$ cat config.mk
export PLATFORM = sky130hd
export DESIGN_NAME = fifo_rd_stream
export DESIGN_NICKNAME = d
export VERILOG_FILES = /design/src/rtl/fifo_rd_stream.sv
export SDC_FILE = /design/constraint.sdc
export NUM_CORES = 1
export LEC_CHECK = 0
export BUFFER_PORTS_ARGS = -buffer_cell sky130_fd_sc_hd__buf_4
export CORE_ASPECT_RATIO = 1.2
export CORE_UTILIZATION = 52
export DETAILED_ROUTE_END_ITERATION = 8
export HOLD_SLACK_MARGIN = 0.12
export PLACE_DENSITY = 0.76
export SLEW_MARGIN = 5
export SYNTH_ARGS = -nofsm -noshare
export SYNTH_HDL_FRONTEND = slang
export SYNTH_SLANG_ARGS = --single-unit
$ cat constraint.sdc
create_clock -name clk -period 2.2 [get_ports clk]
set_input_delay 0.11 -clock clk [delete_from_list [all_inputs] [get_ports clk]]
set_output_delay 0.11 -clock clk [all_outputs]
set_load 0.01 [all_outputs]
$ cat src/rtl/fifo_rd_stream.sv
// fifo_rd_stream: consumer-side read controller for a synchronous FIFO with registered data_out.
// Latency: 2 clk from rd_en to m_valid; full throughput of 1 word/clk while m_ready is held high.
// Backpressure: credit-gated reads with a 2-entry buffer; m_data holds while m_valid && !m_ready.
//
// Ports:
//   clk, rst_n                     clock, asynchronous active-low reset
//   fifo_data_out/empty/underflow  FIFO read-side interface (data valid the cycle after a read)
//   rd_en                          FIFO read enable (combinational; depends on m_ready)
//   m_valid/m_ready/m_data         downstream valid/ready stream
//   err_underflow                  sticky FIFO underflow flag, cleared only by reset
//   rd_word_cnt, uf_cnt            saturating statistics, present only with FIFO_RD_STATS_EN
//
// Optional feature macro: FIFO_RD_STATS_EN (adds rd_word_cnt and uf_cnt).
module fifo_rd_stream #(
  parameter int FIFO_WIDTH = 16,
  parameter int CNT_WIDTH  = 16
) (
  input  logic                  clk,
  input  logic                  rst_n,
  input  logic [FIFO_WIDTH-1:0] fifo_data_out,
  input  logic                  fifo_empty,
  input  logic                  fifo_underflow,
  output logic                  rd_en,
  output logic                  m_valid,
  input  logic                  m_ready,
  output logic [FIFO_WIDTH-1:0] m_data,
  output logic                  err_underflow
`ifdef FIFO_RD_STATS_EN
  ,
  output logic [CNT_WIDTH-1:0]  rd_word_cnt,
  output logic [CNT_WIDTH-1:0]  uf_cnt
`endif
);

  logic [1:0]            occ;       // words held in the output buffer (0..2)
  logic                  inflight;  // a read was accepted last cycle; its word arrives now
  logic                  head;      // index of the oldest buffered word
  logic [FIFO_WIDTH-1:0] mem [2];

  logic pop;
  logic tail;

  assign m_valid = (occ != 2'd0);
  assign m_data  = mem[head];
  assign pop     = m_valid && m_ready;

  // With occ <= 2 and head being 1 bit, head + occ mod 2 reduces to an XOR with occ[0].
  assign tail = head ^ occ[0];

  // Credit rule: buffered + in-flight words must stay within the 2 slots, counting the
  // slot freed by a pop this cycle. Gated by rst_n so no read is issued during reset.
  assign rd_en = rst_n && !fifo_empty &&
                 (({1'b0, occ} + {2'b00, inflight}) < (3'd2 + {2'b00, pop}));

  always_ff @(posedge clk or negedge rst_n) begin
    if (!rst_n) begin
      occ           <= 2'd0;
      inflight      <= 1'b0;
      head          <= 1'b0;
      mem[0]        <= '0;
      mem[1]        <= '0;
      err_underflow <= 1'b0;
    end else begin
      occ      <= occ + {1'b0, inflight} - {1'b0, pop};
      inflight <= rd_en;
      head     <= head ^ pop;
      // Returned word goes to the tail slot; no bypass to m_data even when occ == 0.
      if (inflight) begin
        mem[tail] <= fifo_data_out;
      end
      if (fifo_underflow) begin
        err_underflow <= 1'b1;
      end
    end
  end

`ifdef FIFO_RD_STATS_EN
  always_ff @(posedge clk or negedge rst_n) begin
    if (!rst_n) begin
      rd_word_cnt <= '0;
      uf_cnt      <= '0;
    end else begin
      if (pop && (rd_word_cnt != {CNT_WIDTH{1'b1}})) begin
        rd_word_cnt <= rd_word_cnt + 1'b1;
      end
      if (fifo_underflow && (uf_cnt != {CNT_WIDTH{1'b1}})) begin
        uf_cnt <= uf_cnt + 1'b1;
      end
    end
  end
`else
  // Keeps CNT_WIDTH referenced when statistics are compiled out.
  logic [CNT_WIDTH-1:0] unused_cnt_width;
  assign unused_cnt_width = '0;
`endif

endmodule
Yosys cells after proc, flatten, opt, wreduce, memory -nomap -nowiden
Index checks and enable logic that the tools add are counted.
Storage, ports and cells
  output and inout port bits: 19
  bits in registers: 37
Operators by class
  $lt $le $gt $ge: 4
  reductions and logical operators: 6
  muxes and demuxes: 6
  $add $sub $neg: 4
  bitwise gates (word level): 4
Operators with widths (number)
  16-bit 2-to-1 mux: 4
  32-bit bitwise mux: 1
  16-bit demux with 1-bit select: 1
  2-bit >= comparator, second input constant: 2
  1-bit logical AND: 4
  1-bit inverter with 2-bit output: 2
  2-bit by 1-bit adder with 3-bit output: 1
  2-bit by 1-bit adder with 3-bit output, first input constant: 1
  3-bit < comparator: 1
  2-bit by 1-bit adder with 2-bit output: 1
  2-bit by 1-bit < comparator with 1-bit output, second input constant: 1
  2-bit nonzero test: 1
  2-bit by 1-bit subtractor with 2-bit output: 1
  1-bit XOR: 2
  1-bit zero test: 1

Depth between registers and ports, before layout
  depth in word-level cells: 7
  mapped depth: 7

Worst setup path after synthesis
Ideal clock, no wire load.
  path type: reg-to-reg
  start point: reg occ[0]
  end point: reg occ[1]
  cell stages (with the launch flop): 8
  buffers on the path: 0
  slack: 0.599 ns
  data arrival time: 1.478 ns
  clock period less this slack: 1.601 ns
  path through: dfrtp_1 > o21ai_0 > inv_1 > ha_1 > inv_1 > ha_1 > xnor2_1 > xnor2_1
Between the ends
  cells in the longest elaborated chain, start to end: 3
  elaborated cells between the ends (all ways): 4
Ends and longest elaborated chain
  start, declared: line 35  | logic [1:0] occ;
  start signal, assigned: line 64  | occ <= occ + {1'b0, inflight} - {1'b0, pop};
  parallel branches: the longest is 2 deep, another holds 2-bit by 1-bit adder with 2-bit output
  2-bit by 1-bit subtractor with 2-bit output *: line 64
Every way passes the cells marked *.
A chain may end at the register's enable or synchronous reset.

Worst setup path in the final report
Ends and elaborated chain as after synthesis.

==> metrics.txt <==
latest clock arrival within the worst-skew pair=0.34 ns; Mean Syn Cell Area=15.5 µm²; Worst EP required=2.47 ns; fraction of layout instances using a drive strength above 1=57.8%; WHS=0.153 ns; register area share after synthesis=54.9%; initial antenna violation count=0; RSZ-0062 raised after global routing=no; Final HPWL DP=2020 µm; DIE AREA=approximately 3500 µm²; TritonCTS clock tree=built; Final nets=197; Post-CTS Repair Setup Buffers=0; Max VDD drop=1120 µV; Critical Path End Type=register; Max Slew Vio Count=0; multi-input combinational cell area=706 µm²; GR Util All Layers=21.5%; Post-Syn Instances=109; status=finished, final reports clean; Slowest Stage Delay on Critical Path=between 0.4 and 0.5 ns; Die Height=64.4 µm; endpoints failing setup=0; fin crit period=1.75 ns; synth warn=0; die width=54.0 µm; vias=1,091; post_cts resized=0; drt drc=0; Top Ports=40; Final Non-Filler Cells=209; Worst Path Arrival=2.02 ns; core area=roughly 3000 µm²; vias per inst=5.22; vias in the first global route=1,180; clock root buffer=clkbuf_4; P_leak=0.00107 µW; Final Hold Fails=0; Final period util=79.5%; antenna-violating nets left=0; flip-flop and latch area=approximately 930 µm²; Max-Cap Viols=0; Post-Synthesis Net Count=134; Initial Util=54.7%; 1st-iter DRT viols=29; Fmax achieved=571 MHz; Clock Skew=0.00982 ns; worst-path cell chain=o21ai_0 -> inv_1 -> ha_1 -> inv_1 -> ha_1 -> xnor2_1 -> xnor2_1; Longest Clk Path Bufs=2; count of cell types in the netlist=16; Slew Limit Headroom=between 60% and 70%; H-tree depth=2; #FFs+latches synth=37; CTS Hold Buffers Added=19; CTS Buf Count=5; I/O Buffers=39; startpoint type of the worst setup path=register; Num Clock Sinks=37; Syn Std Cell Area=1690 µm²; Post-Route Utilization=73.4%; GRT overflow=0; worst slew pin tran=0.463 ns; first-pass GRT wire length=5180 µm; CTS clk-pin slew, worst paths=0.11 ns; DRT Pass-1 Iters=4; setup TNS=0 ns; Max Fanout on Critical Path=5; critical path's slowest cell=dfrtp_1; critical path class=register to register; synth-to-layout area growth=34.3%; floorplan row count=22; Post-Place Cells=182; Pwr per Cell Area=1410 nW/µm²; Hold Crit Class=input port to register; Final GP Congestion=0.683; post-DR wirelength/cell=15.1 µm; drt total wl=around 3100 µm; fillers=227; largest net degree at the start of global routing=39; ANT cells=0
## kinds of logic (layout without fill, tap and decap cells)
family	Yosys count	in the layout	synth area share [%]
AOI/OAI and AO/OA	2	2	0.594
xor gates and xnor gates	4	4	2.08
adders and majority gates	4	4	2.97
buffers and inverters	8	72	3.19
DFF	37	37	54.9
muxes	48	48	34.3
and+or+nand+nor	6	6	1.93
## worst paths after layout
path                                 end           from  slack, ns  depth (start not counted)
hold / removal                      head        m_ready       0.15                          3
hold reg to reg            err_underflow  err_underflow       0.50                          1
setup reg to reg                  occ[1]         occ[0]       0.45                          7
max in group asynchronous         mem[4]          rst_n       1.61                          2
setup / recovery                  occ[1]         occ[0]       0.45                          7
min in group asynchronous        mem[25]          rst_n       0.25                          2
## synth_stat cells, drive strengths merged
library cell	n	area share, %
mux2	48	34
ha	4	3.0
nand2	1	0.22
and3	1	0.37
xnor2	3	1.6
inv	3	0.67
buf	4	2.3
clkbuf	1	0.22
xor2	1	0.52
or2	3	1.1
dfrtp	37	55
o21ai	2	0.59
nor2	1	0.22
## flip-flops by register name, indices dropped and copies added (netlist names)
register       cells
mem               32
inflight           1
err_underflow      1
head               1
occ                2
## worst max-delay path, delay by kind of cell, from the launching register on
kind                     cells  cell delay [ns]
adder cells (fa/ha/maj)      2             0.46
flip-flops                   1             0.44
AO/OA/AOI/OAI                1             0.35
XOR/XNOR                     2             0.31
buffers and inverters        2             0.12
## per-stage QoR
| stage | total power (µW) | worst slack [ns] | cell area (µm²) |
|---|---|---|---|
| after floorplan | 2230 | 0.599 | 1690 |
| after global placement | 2730 | 0.497 | 2000 |
| after detailed placement | 2780 | 0.453 | 2000 |
| after CTS | 3220 | 0.416 | 2260 |
| after global routing | 3410 | 0.313 | 2260 |
| final | 3200 | 0.450 | 2260 |
## area by class of cell
class                           instances  share of cell area (%)
Inverter                                3                   0.498
Tap cell                               36                    1.99
Multi-Input combinational cell         64                    31.2
Timing Repair Buffer                   61                    22.3
Sequential cell                        37                    40.9
Clock inverter                          1                   0.221
Clock buffer                            7                    2.87
## layer usage
layer	routed length [µm]	track usage, %
met1	1360	25.0
met2	1620	36.4
met3	137	5.00
met4	30	9.62
met5	0	0
## placed cells by master, fill, tap and decap left out, types with 2 or more instances in the layout
cell type       n
xnor2_1         3
ha_1            4
mux2_2         38
dlygate4sd3_1  19
o21ai_0         2
clkbuf_8        2
or2_2           2
clkbuf_4        5
inv_1           3
buf_4          42
dfrtp_1        37
mux2_4         10
## where the power goes
group	switching [µW]	total, µW	internal [µW]
combinational	593	1590	998
sequential	176	1200	1020
clock	222	408	185
total	992	3200	2200
(Power assumes the default switching activity.)
